`src/rtl/pci_cfg_enumerator.sv`:
```
// Boot-time PCI config sequencer: probes bus 0 devices through the CF8h/CFCh io port,
// sizes BAR0, allocates an aligned base from a memory window and enables memory decode.
`timescale 1ns/1ps
module pci_cfg_enumerator #(
  parameter int unsigned DEV_FIRST  = 1,
  parameter int unsigned DEV_LAST   = 1,
  parameter logic [31:0] MEM_BASE   = 32'hE000_0000,
  parameter logic [31:0] MEM_LIMIT  = 32'hF000_0000,
  parameter int unsigned RD_TIMEOUT = 127
) (
  input  logic        clk,
  input  logic        rst_n,
  input  logic        start,
  output logic        busy,
  output logic        done,
  output logic        err_overflow,
  output logic [31:0] present_mask,
  output logic [31:0] alloc_ptr,
  output logic        io_address,
  output logic        io_read,
  output logic        io_write,
  output logic [31:0] io_writedata,
  input  logic [31:0] io_readdata,
  input  logic        io_waitrequest,
  input  logic        io_readdatavalid
);

  typedef enum logic [3:0] {
    StIdle, StProbeA, StProbeR, StOffA, StOffW, StSzA, StSzW1, StSzR,
    StBarW, StOnA, StOnW, StNext, StDoneA, StDone
  } state_e;

  typedef enum logic [1:0] {OpIdle, OpIssue, OpWaitRd, OpRet} op_e;

  localparam logic [15:0] TmoLast = 16'(RD_TIMEOUT - 1);

  state_e      st_q, st_d;
  op_e         op_q, op_d;
  logic [4:0]  dev_q, dev_d;
  logic [31:0] rdata_q, rdata_d;
  logic [15:0] tmo_q, tmo_d;
  logic [31:0] bar_q, bar_d;
  logic        skip_q, skip_d;
  logic        err_q, err_d;
  logic [31:0] mask_q, mask_d;
  logic [31:0] ptr_q, ptr_d;
  logic        rd_q, rd_d;
  logic        adr_q, adr_d;
  logic [31:0] wdata_q, wdata_d;

  logic        op_req, req_rd, req_adr, op_done;
  logic [31:0] req_data;
  logic [31:0] size;
  logic [32:0] base33, end33;
  logic        fits;

  // Config address for device d, dword index ri (register offset >> 2), function 0.
  function automatic logic [31:0] cfg(input logic [4:0] d, input logic [5:0] ri);
    return {1'b1, 7'b0, 8'h00, d, 3'b000, ri, 2'b00};
  endfunction

  always_ff @(posedge clk or negedge rst_n) begin
    if (!rst_n) begin
      st_q    <= StIdle;
      op_q    <= OpIdle;
      dev_q   <= '0;
      rdata_q <= '0;
      tmo_q   <= '0;
      bar_q   <= '0;
      skip_q  <= 1'b0;
      err_q   <= 1'b0;
      mask_q  <= '0;
      ptr_q   <= MEM_BASE;
      rd_q    <= 1'b0;
      adr_q   <= 1'b0;
      wdata_q <= '0;
    end else begin
      st_q    <= st_d;
      op_q    <= op_d;
      dev_q   <= dev_d;
      rdata_q <= rdata_d;
      tmo_q   <= tmo_d;
      bar_q   <= bar_d;
      skip_q  <= skip_d;
      err_q   <= err_d;
      mask_q  <= mask_d;
      ptr_q   <= ptr_d;
      rd_q    <= rd_d;
      adr_q   <= adr_d;
      wdata_q <= wdata_d;
    end
  end

  // Bus op requested by the current sequencer state.
  always_comb begin
    op_req   = 1'b1;
    req_rd   = 1'b0;
    req_adr  = 1'b0;
    req_data = '0;
    unique case (st_q)
      StProbeA: req_data = cfg(dev_q, 6'h00);
      StProbeR: begin req_rd = 1'b1; req_adr = 1'b1; end
      StOffA:   req_data = cfg(dev_q, 6'h01);
      StOffW:   req_adr = 1'b1;
      StSzA:    req_data = cfg(dev_q, 6'h04);
      StSzW1:   begin req_adr = 1'b1; req_data = 32'hFFFF_FFFF; end
      StSzR:    begin req_rd = 1'b1; req_adr = 1'b1; end
      StBarW:   begin req_adr = 1'b1; req_data = bar_q; end
      StOnA:    req_data = cfg(dev_q, 6'h01);
      StOnW:    begin req_adr = 1'b1; req_data = 32'h0000_0002; end
      StDoneA:  req_data = '0;
      default:  op_req = 1'b0;
    endcase
  end

  always_comb begin
    op_d    = op_q;
    rd_d    = rd_q;
    adr_d   = adr_q;
    wdata_d = wdata_q;
    tmo_d   = tmo_q;
    rdata_d = rdata_q;
    unique case (op_q)
      OpIdle: begin
        if (op_req) begin
          op_d    = OpIssue;
          rd_d    = req_rd;
          adr_d   = req_adr;
          wdata_d = req_data;
        end
      end
      OpIssue: begin
        tmo_d = '0;
        if (!io_waitrequest) op_d = rd_q ? OpWaitRd : OpRet;
      end
      OpWaitRd: begin
        if (io_readdatavalid) begin
          rdata_d = io_readdata;
          op_d    = OpRet;
        end else if (tmo_q == TmoLast) begin
          rdata_d = 32'hFFFF_FFFF;
          op_d    = OpRet;
        end else begin
          tmo_d = tmo_q + 16'd1;
        end
      end
      default: op_d = OpIdle;
    endcase
  end

  assign op_done = (op_q == OpRet);

  // 33-bit so that rounding up near the top of the address space shows up as a carry.
  always_comb begin
    size   = ~{rdata_q[31:4], 4'b0} + 32'd1;
    base33 = ({1'b0, ptr_q} + {1'b0, size} - 33'd1) & ~{1'b0, size - 32'd1};
    end33  = base33 + {1'b0, size};
    fits   = !base33[32] && (end33 <= {1'b0, MEM_LIMIT});
  end

  always_comb begin
    st_d   = st_q;
    dev_d  = dev_q;
    bar_d  = bar_q;
    skip_d = skip_q;
    err_d  = err_q;
    mask_d = mask_q;
    ptr_d  = ptr_q;
    unique case (st_q)
      StIdle: begin
        if (start) begin
          st_d   = StProbeA;
          dev_d  = 5'(DEV_FIRST);
          err_d  = 1'b0;
          mask_d = '0;
          ptr_d  = MEM_BASE;
        end
      end
      StProbeA: if (op_done) st_d = StProbeR;
      StProbeR: begin
        if (op_done) begin
          if (rdata_q[15:0] == 16'hFFFF) begin
            st_d = StNext;
          end else begin
            mask_d[dev_q] = 1'b1;
            st_d          = StOffA;
          end
        end
      end
      StOffA:   if (op_done) st_d = StOffW;
      StOffW:   if (op_done) st_d = StSzA;
      StSzA:    if (op_done) st_d = StSzW1;
      StSzW1:   if (op_done) st_d = StSzR;
      StSzR: begin
        if (op_done) begin
          st_d   = StBarW;
          bar_d  = '0;
          skip_d = 1'b1;
          if (rdata_q[0] || (rdata_q[31:4] == 28'd0)) begin
            skip_d = 1'b1;
          end else if (!fits) begin
            err_d = 1'b1;
          end else begin
            bar_d  = base33[31:0];
            ptr_d  = end33[31:0];
            skip_d = 1'b0;
          end
        end
      end
      StBarW:   if (op_done) st_d = skip_q ? StNext : StOnA;
      StOnA:    if (op_done) st_d = StOnW;
      StOnW:    if (op_done) st_d = StNext;
      StNext: begin
        if (dev_q == 5'(DEV_LAST)) begin
          st_d = StDoneA;
        end else begin
          dev_d = dev_q + 5'd1;
          st_d  = StProbeA;
        end
      end
      StDoneA:  if (op_done) st_d = StDone;
      default:  st_d = StIdle;
    endcase
  end

  always_comb begin
    busy         = (st_q != StIdle);
    done         = (st_q == StDone);
    err_overflow = err_q;
    present_mask = mask_q;
    alloc_ptr    = ptr_q;
    io_read      = (op_q == OpIssue) && rd_q;
    io_write     = (op_q == OpIssue) && !rd_q;
    io_address   = adr_q;
    io_writedata = wdata_q;
  end

endmodule

```
`config.mk`:
```
export PLATFORM = sky130hd
export DESIGN_NAME = pci_cfg_enumerator
export DESIGN_NICKNAME = d
export VERILOG_FILES = /design/src/rtl/pci_cfg_enumerator.sv
export SDC_FILE = /design/constraint.sdc
export NUM_CORES = 1
export LEC_CHECK = 0
export BUFFER_PORTS_ARGS = -buffer_cell sky130_fd_sc_hd__buf_2
export CORE_AREA = 5 5 147 255
export DETAILED_ROUTE_END_ITERATION = 8
export DIE_AREA = 0 0 152 260
export SKIP_LAST_GASP = 1
export SLEW_MARGIN = 0
export SYNTH_ARGS = -nofsm -noshare
export SYNTH_HDL_FRONTEND = slang
export SYNTH_SLANG_ARGS = --single-unit
```
`constraint.sdc`:
```
create_clock -name clk -period 7.6 [get_ports clk]
set_input_delay 1.14 -clock clk [delete_from_list [all_inputs] [get_ports clk]]
set_output_delay 1.14 -clock clk [all_outputs]
set_load 0.01 [all_outputs]
```
==> run summary, run 1 <==
htree depth -> 4
drt first pass iters -> 6
final setup margin -> 0.3397 ns
worst skew pair latency -> 0.46 ns
Worst Path Arrival -> 7.64 ns
register cell area after layout -> 4558 µm²
pin count of the biggest net entering global routing -> 107
total wire length -> 44.47 mm
multi-input logic area -> 8735 µm²
grt total ovfl -> 0
Synth Instances -> 1644
synth warn -> 0
Period minus WS final -> 7.260 ns
Worst R2R Setup Slack -> 0.34 ns
type of the worst setup path -> reg -> reg
status -> complete, no violations
Post-DP Area -> 15260 µm²
buffers added on ports -> 134
synthesized area -> 13870 µm²
max cap viols -> 0
synthesized area per cell -> 8.436 µm²
Final Slew Violations -> 0
Worst setup startpoint -> rdata_q[5]
final setup fails -> 0
Max-slew headroom -> 0.2632
Worst R2R End -> alloc_ptr[13]
num ports -> 139
CTS Buffer Depth -> 2
worst slack, placed -> 0.2090 ns
Root Driver -> clkbuf_16
r2r startpoint -> rdata_q[5]
clock tree sinks -> 182
ys flop type -> dfrtp_1
initial antenna violation count -> 0
Die Y -> 260 µm
final hold violations -> 0
Seq/Total Area, Yosys -> 0.3287
die width -> 152 µm
Vias per Instance -> 5.754
area delta synth->final -> 15.10%
Die Area -> 39520 µm²
DRT iter0 DRCs -> 770
nature of the critical path startpoint -> flip-flop
fin util -> 0.4552
Setup Skew -> 0.009703 ns
Max Clk Rate -> 137.7 MHz
share of layout cells above drive strength 1 -> 0.1759
Post-synth EDFFs -> 0
endpoint class of the critical path -> flip-flop
Hold Slack -> 0.4756 ns
hold_buf cts -> 0
vias in the first global route -> 12840
FF+latch count, synth -> 182
Worst R2R Path Depth -> 24
global-route wire length before repair -> 70.74 mm
HP Class -> reg -> reg
Layout fillers -> 3575
crit path capture -> alloc_ptr[13]
row count -> 91
via count -> 12980
CTS clk-pin slew, worst paths -> 0.07 ns
CP max FO -> 37
Routed WL per cell -> 19.71 µm
fin nets -> 1872
Finished Cell Area -> 15960 µm²
Required @ worst endpoint -> 7.98 ns
HPWL after DPL -> 34.96 mm
Worst Tran Pin Value -> 1.105 ns
drc violations -> 0
CTS tree -> yes
period utilisation layout -> 0.9553
TritonCTS Buffers -> 17
post-synth cell types -> 104
Initial Util -> 0.3955
RD Place Congestion -> 0.9691
core area -> 35070 µm²
Synth async-reset ratio -> 1.000
ant diodes -> 0
GRT Total Usage -> 0.2210
Antenna Nets Post-Route -> 0
## sequential cells by signal, indices dropped and copies added, names as in the netlist, 2 cells and up
name,flops
io_writedata,31
bar_q,28
present_mask,32
tmo_q,16
alloc_ptr,28
op_q,2
dev_q,5
rdata_q,32
st_q,4
## cell families after synthesis
group / synth area share
XOR/XNOR: 0.06748
flip-flops: 0.3287
multiplexers: 0.03365
buffers and inverters: 0.05043
AO/OA/AOI/OAI: 0.2317
other: 0.0002704
AND/OR/NAND/NOR: 0.2358
adder cells (fa/ha/maj): 0.05197
## per-layer routing
metal,vias up,track usage,part of all wire
li1,6285,-,-
met1,6271,0.2534,0.40
met2,337,0.4057,0.52
met3,88,0.03064,0.038
met4,0,0.1002,0.043
met5,-,0,0
## worst max-delay path, stage by stage (launching register included)
cell and delay [ns]:
dfrtp_1 0.45, inv_1 0.10, ha_2 0.25, or4b_1 0.46, or4_1 0.42, xor2_1 0.20, inv_1 0.09, ha_1 0.28
inv_1 0.04, ha_1 0.36, a21o_1 0.26, a221o_1 0.43, or4b_2 0.63, o311a_1 0.23, mux2i_2 0.41, nand2b_1 0.18
and3b_1 0.18, a311oi_1 0.29, and4_1 0.33, nand4b_1 0.15, or4b_4 0.55, a21oi_4 0.18, buf_12 0.24, buf_4 0.21
mux2i_1 0.21
## placed cells by master (no fill, tap or decap), drive strengths merged, types with 10 or more instances in the layout
cell type  instances
o31ai             11
nor2b             10
a21o              15
nand2b            23
mux2i             35
nand4             35
xnor2             66
clkbuf            20
o22a              35
and3              26
and2              24
a211oi            13
a32o              22
dfrtp            179
o21a              14
mux2              10
nand3             46
nor2             130
inv               78
nor4              21
or2               15
buf              203
nor3b             14
or4               15
xor2              40
o211ai            10
a31oi             16
nand2            164
ha                56
a22o              10
o21ai            105
nor3              41
or3               18
a21oi            130
## cell usage after synthesis (14+ instances only)
| library cell | instances | share of area |
|---|---|---|
| nor4_1 | 16 | 0.0072 |
| a21oi_1 | 128 | 0.046 |
| o21ai_0 | 100 | 0.036 |
| o22a_1 | 35 | 0.022 |
| clkbuf_1 | 63 | 0.017 |
| nor3_1 | 39 | 0.014 |
| and2_1 | 22 | 0.0099 |
| or3_1 | 18 | 0.0081 |
| a32o_1 | 22 | 0.016 |
| nor3b_1 | 14 | 0.0076 |
| nand2_1 | 162 | 0.044 |
| nand2b_1 | 22 | 0.0099 |
| a21o_1 | 15 | 0.0081 |
| nor2_1 | 129 | 0.035 |
| nand3_1 | 45 | 0.016 |
| o21a_1 | 14 | 0.0076 |
| mux2i_1 | 35 | 0.025 |
| a31oi_1 | 16 | 0.0072 |
| or2_2 | 14 | 0.0063 |
| and3_1 | 26 | 0.012 |
| dfrtp_1 | 179 | 0.32 |
| xor2_1 | 39 | 0.025 |
| inv_1 | 74 | 0.020 |
| ha_1 | 56 | 0.051 |
| nand4_1 | 34 | 0.015 |
| xnor2_1 | 66 | 0.042 |
## stage by stage
stage,std cells,setup TNS [ns]
6_report,2256,0
2_1_floorplan,1647,0
5_1_grt,2256,-0.1741
3_5_place_dp,2221,0
4_1_cts,2253,0
3_3_place_gp,2221,0
## worst min-delay path by stage
stage | from | endpoint | slack, ns | cells past startpoint
final | io_writedata[14] | io_writedata[14] | 0.48 | 2
after global routing | present_mask[20] | present_mask[20] | 0.51 | 2
after CTS | io_writedata[13] | io_writedata[13] | 0.48 | 2
after detailed placement | io_writedata[13] | io_writedata[13] | 0.47 | 2
after global placement | io_writedata[22] | io_writedata[22] | 0.46 | 2
after floorplan | bar_q[5] | bar_q[5] | 0.46 | 1
## what timing repair did
action                     in CTS  in global routing
gates resized for setup         0                 22
buffers inserted                0                  3
setup endpoints to repair       0                 56
## final cells by class
type | instances | share of cell area
multi-input cells | 1299 | 0.5472
clock buffers | 19 | 0.02837
inverters | 74 | 0.01740
flip-flops and latches | 182 | 0.2855
repair buffers | 204 | 0.07627
clock inverters | 13 | 0.008779
well taps | 465 | 0.03645
Power of run 1 is not shown: default switching activity piles up to over one toggle a cycle in this logic, so the estimate is an artifact.
==> run 2, diff against run 1 <==
--- a/config.mk
+++ b/config.mk
@@ -7,6 +7,7 @@
 export LEC_CHECK = 0
 export BUFFER_PORTS_ARGS = -buffer_cell sky130_fd_sc_hd__buf_2
 export CORE_AREA = 5 5 147 255
+export CTS_CLUSTER_SIZE = 12
 export DETAILED_ROUTE_END_ITERATION = 8
 export DIE_AREA = 0 0 152 260
 export SKIP_LAST_GASP = 1
==> constraint.sdc (replaced) <==
create_clock -name clk -period 6.03 [get_ports clk]
set_input_delay 0.9045 -clock clk [delete_from_list [all_inputs] [get_ports clk]]
set_output_delay 0.9045 -clock clk [all_outputs]
set_load 0.01 [all_outputs]
==> run summary, run 2 (synthesis results as in run 1) <==
status -> finished, violations left
failing checks -> setup timing
Setup Skew -> 0.01427 ns (+0.004567 ns)
CTS Buffer Depth -> 2 (unchanged)
commonest non-fill, non-tap cell in the layout -> buf_4
final hold violations -> 0 (unchanged)
fin util -> 0.5446 (+0.08941)
hold_buf cts -> 0 (unchanged)
register cell area after layout -> 4558 µm² (unchanged)
RD Place Congestion -> 0.9265 (-4.4%)
share of layout cells above drive strength 1 -> 0.3371 (+0.1612)
Worst Path Arrival -> 6.93 ns (-0.71 ns)
multi-input logic area -> 9181 µm² (+5.1%)
final setup margin -> -0.5263 ns (-0.8660 ns)
max cap viols -> 0 (unchanged)
Routed WL per cell -> 18.54 µm (-5.9%)
Layout fillers -> 3430 (-4.1%)
HPWL after DPL -> 38.31 mm (+9.6%)
DRT iter0 DRCs -> 726 (-5.7%)
Die Y -> 260 µm (unchanged)
Required @ worst endpoint -> 6.40 ns (-1.58 ns)
Root Driver -> clkbuf_16
drc violations -> 0 (unchanged)
endpoint class of the critical path -> flip-flop
nature of the critical path startpoint -> flip-flop
num ports -> 139 (unchanged)
vias in the first global route -> 14660 (+14%)
row count -> 91 (unchanged)
Worst Tran Pin Value -> 1.036 ns (-0.06966 ns)
Period minus WS final -> 6.556 ns (-0.7040 ns)
buffers added on ports -> 134 (unchanged)
fin nets -> 2211 (+18%)
pin count of the biggest net entering global routing -> 85 (-21%)
CTS tree -> yes
via count -> 14300 (+10%)
CTS clk-pin slew, worst paths -> 0.09 ns (+0.02 ns)
Max Clk Rate -> 152.5 MHz (+11%)
htree depth -> 4 (unchanged)
highest-count cells in the layout ignoring fill and taps -> 391 x buf_4, 179 x dfrtp_1, 160 x nand2_1, 133 x buf_2, 127 x nor2_1
grt total ovfl -> 0 (unchanged)
Initial Util -> 0.3955 (unchanged)
HP Class -> in -> async
Final Slew Violations -> 0 (unchanged)
type of the worst setup path -> reg -> reg
Antenna Nets Post-Route -> 0 (unchanged)
CP max FO -> 8 (-78%)
die width -> 152 µm (unchanged)
total wire length -> 48.11 mm (+8.2%)
final setup fails -> 58 (+58)
Worst R2R Path Depth -> 27 (+13%)
initial antenna violation count -> 0 (unchanged)
Die Area -> 39520 µm² (unchanged)
TritonCTS Buffers -> 17 (unchanged)
drt first pass iters -> 9 (+3)
worst skew pair latency -> 0.46 ns (about the same)
clock tree sinks -> 182 (unchanged)
core area -> 35070 µm² (unchanged)
global-route wire length before repair -> 76.98 mm (+8.8%)
area delta synth->final -> 37.71%
ant diodes -> 0 (unchanged)
RSZ-0062 raised after global routing -> true
period utilisation layout -> 1.087 (+0.1320)
Vias per Instance -> 5.511 (-4.2%)
Max-slew headroom -> 0.3096 (+0.04644)
GRT Total Usage -> 0.2398 (+0.01876)
[run 2: changes by cell type in the layout (fill, tap and decap cells not counted), sizes merged]
cell / delta
buf: +339
clkinv: +3
bufinv: -1
clkinvlp: -2
inv: +2
clkbuf: -2
[run 2: layout make-up]
| type | count | share of cell area |
|---|---|---|
| repair buffers | 543 | 0.2025 |
| flip-flops and latches | 182 | 0.2387 |
| multi-input cells | 1299 | 0.4807 |
| inverters | 74 | 0.01468 |
| clock buffers | 17 | 0.02227 |
| clock inverters | 15 | 0.01068 |
| well taps | 465 | 0.03046 |
[run 2: what timing repair did]
action,in CTS,in global routing
setup endpoints to repair,58,58
cloned,1,0
setup buffers,26,10
gates resized for setup,43,57
pin swaps,24,33
[run 2: per-layer routing]
layer | vias up | GRT usage | part of all wire
li1 | 6973 | - | -
met1 | 6910 | 0.2708 | 0.39
met2 | 343 | 0.4607 | 0.54
met3 | 75 | 0.02797 | 0.036
met4 | 0 | 0.08523 | 0.032
met5 | - | 0 | 0
[run 2: final timing paths]
path	start	endpoint	slack, ns
setup / recovery	rdata_q[4]	alloc_ptr[10]	-0.53
hold reg to reg	io_writedata[13]	io_writedata[13]	0.48
min in group clk	io_writedata[13]	io_writedata[13]	0.48
hold / removal	rst_n	tmo_q[6]	0.47
setup reg to reg	rdata_q[4]	alloc_ptr[10]	-0.53
max in group asynchronous	rst_n	dev_q[3]	4.31
[run 2: stage by stage]
step / cells / hold WS, ns / TNS [ns] / cell area, µm² / worst slack, ns
2_1_floorplan: 1647 / 0.4635 / -24.52 / 14090 / -0.5103
3_3_place_gp: 2527 / 0.4612 / -31.12 / 17760 / -0.6572
3_5_place_dp: 2527 / 0.4660 / -36.62 / 17760 / -0.8367
4_1_cts: 2586 / 0.4823 / -23.86 / 18820 / -0.4766
5_1_grt: 2595 / 0.5195 / -39.62 / 19100 / -0.7555
6_report: 2595 / 0.4651 / -26.73 / 19100 / -0.5263
[run 2: critical path, cell delays in order, from the launching register on]
cell and delay, ns:
dfrtp_1 0.42, inv_4 0.08, ha_4 0.15, or4b_4 0.46, or4_4 0.52, xor2_4 0.16, inv_2 0.07, ha_4 0.26
inv_2 0.04, ha_4 0.23, a21o_1 0.20, a221o_1 0.39, nor3_4 0.30, buf_6 0.15, nand2_4 0.05, a311oi_4 0.25
mux2i_2 0.32, a211oi_2 0.09, and3_1 0.18, a21o_1 0.19, nor4_4 0.29, xor2_1 0.25, nand3_1 0.12, or4b_4 0.53
a21oi_4 0.25, buf_12 0.18, buf_8 0.13, mux2i_1 0.20
Power of run 2 is left out for the same reason.
==> run 3, diff against run 2 <==
--- a/config.mk
+++ b/config.mk
@@ -6,10 +6,10 @@
 export NUM_CORES = 1
 export LEC_CHECK = 0
 export BUFFER_PORTS_ARGS = -buffer_cell sky130_fd_sc_hd__buf_2
-export CORE_AREA = 5 5 147 255
+export CORE_AREA = 5 5 247 153
 export CTS_CLUSTER_SIZE = 12
 export DETAILED_ROUTE_END_ITERATION = 8
-export DIE_AREA = 0 0 152 260
+export DIE_AREA = 0 0 252 158
 export SKIP_LAST_GASP = 1
 export SLEW_MARGIN = 0
 export SYNTH_ARGS = -nofsm -noshare
==> run summary, run 3 (synthesis results as in run 1) <==
highest-count cells in the layout ignoring fill and taps -> 404 x buf_4, 178 x dfrtp_1, 159 x nand2_1, 133 x buf_2, 126 x nor2_1
htree depth -> 4 (unchanged)
max cap viols -> 0 (unchanged)
area delta synth->final -> 39.76%
core area -> 35470 µm² (+1.1%)
pin count of the biggest net entering global routing -> 108 (+27%)
GRT busiest layer -> met2
Routed WL per cell -> 19.47 µm (+5.0%)
GR Util met2 -> 0.3739 (-0.08678)
Max Clk Rate -> 152.6 MHz (about the same)
TritonCTS Buffers -> 17 (unchanged)
total wire length -> 51.06 mm (+6.1%)
Die Y -> 158 µm (-39%)
failing checks -> setup timing
Vias per Instance -> 5.576 (+1.2%)
nature of the critical path startpoint -> flip-flop
final setup margin -> -0.5235 ns (+0.002790 ns)
type of the worst setup path -> reg -> reg
Worst Path Arrival -> 6.90 ns (-0.03 ns)
status -> finished, violations left
commonest non-fill, non-tap cell in the layout -> buf_4
Antenna Nets Post-Route -> 0 (unchanged)
CP max FO -> 6 (-2)
share of layout cells above drive strength 1 -> 0.3523 (+0.01519)
drc violations -> 0 (unchanged)
Die Area -> 39820 µm² (+0.75%)
HPWL after DPL -> 38.69 mm (+0.98%)
Period minus WS final -> 6.553 ns (-0.002790 ns)
crit-path leading delay family -> simple AND/OR/NAND/NOR gates
worst skew pair latency -> 0.46 ns (about the same)
drt first pass iters -> 6 (-3)
initial antenna violation count -> 0 (unchanged)
period utilisation layout -> 1.087 (about the same)
RD Place Congestion -> 0.9685 (+4.5%)
GRT met1 Usage -> 0.3662 (+0.09539)
total negative slack -> -26.36 ns (+0.3682 ns)
die width -> 252 µm (+66%)
Initial Util -> 0.3910 (-0.004492)
num ports -> 139 (unchanged)
Finished Cell Area -> 19380 µm² (+1.5%)
fin util -> 0.5464 (+0.001822)
RSZ-0062 raised after global routing -> true
ant diodes -> 0 (unchanged)
Setup Skew -> 0.01356 ns (-0.0007116 ns)
Required @ worst endpoint -> 6.37 ns (-0.03 ns)
hold_buf cts -> 0 (unchanged)
Worst Path Buf+Inv -> 7 (+1)
Finished Layout Cells -> 2622 (+1.0%)
max incr delay on CP -> 0.52 ns (about the same)
buffers added on ports -> 134 (unchanged)
HP Class -> reg -> reg
DP Cell Count -> 2544 (+0.67%)
CTS tree -> yes
vias in the first global route -> 14140 (-3.6%)
met3 usage -> 0.04138 (+0.01341)
DRT iter0 DRCs -> 1472 (+100%)
CTS clk-pin slew, worst paths -> 0.07 ns (-0.02 ns)
Root Driver -> clkbuf_16
Final Slew Violations -> 0 (unchanged)
grt total ovfl -> 0 (unchanged)
via count -> 14620 (+2.2%)
CTS Buffer Depth -> 2 (unchanged)
final hold violations -> 0 (unchanged)
clock tree sinks -> 182 (unchanged)
row count -> 54 (-41%)
Worst Tran Pin Value -> 1.241 ns (+0.2053 ns)
global-route wire length before repair -> 78.78 mm (+2.3%)
final setup fails -> 58 (unchanged)
Max-slew headroom -> 0.1728 (-0.1369)
endpoint class of the critical path -> flip-flop
Post-DP Area -> 17820 µm² (+0.33%)
fin nets -> 2228 (+0.77%)
Crit-path slowest cell -> or4b_4
GRT Total Usage -> 0.2483 (+0.008487)
## run 3: worst paths after layout
path / from / endpoint / slack (ns) / cells past startpoint
setup / recovery: rdata_q[5] / alloc_ptr[5] / -0.52 / 28
hold / removal: io_writedata[26] / io_writedata[26] / 0.48 / 2
setup reg to reg: rdata_q[5] / alloc_ptr[5] / -0.52 / 28
hold reg to reg: io_writedata[26] / io_writedata[26] / 0.48 / 2
max in group asynchronous: rst_n / rdata_q[12] / 4.28 / 2
min in group asynchronous: rst_n / tmo_q[6] / 0.54 / 1
## run 3: what timing repair did
item	CTS	global route
pin swaps	38	21
endpoints found under the setup margin	58	58
cloned	3	4
buffers inserted	31	12
gates resized for setup	51	74
## run 3: worst min-delay path, stage by stage (launching register included)
cell     delay [ns]
dfrtp_1        0.34
nand2_1        0.04
o21ai_0        0.06
## run 3: per-layer routing
| metal | vias to the layer above | wire (µm) |
|---|---|---|
| li1 | 6987 | - |
| met1 | 7145 | 24830 |
| met2 | 418 | 22070 |
| met3 | 69 | 2979 |
| met4 | 0 | 1175 |
| met5 | - | 0 |
## run 3: per-stage QoR
| stage | setup slack, ns | hold slack (ns) |
|---|---|---|
| after floorplan | -0.5103 | 0.4635 |
| after global placement | -0.9615 | 0.4620 |
| after detailed placement | -0.9837 | 0.4689 |
| after CTS | -0.4549 | 0.4850 |
| after global routing | -0.7473 | 0.5105 |
| final | -0.5235 | 0.4776 |
## run 3: cell type report
class                   count  area, µm²
multi-input cells        1299       9299
inverters                  74      280.3
repair buffers            560       4089
clock inverters            14      133.9
fillers                  3327      16090
flip-flops and latches    182       4559
clock buffers              17      425.4
well taps                 476      595.6
Power of run 3 is left out for the same reason.
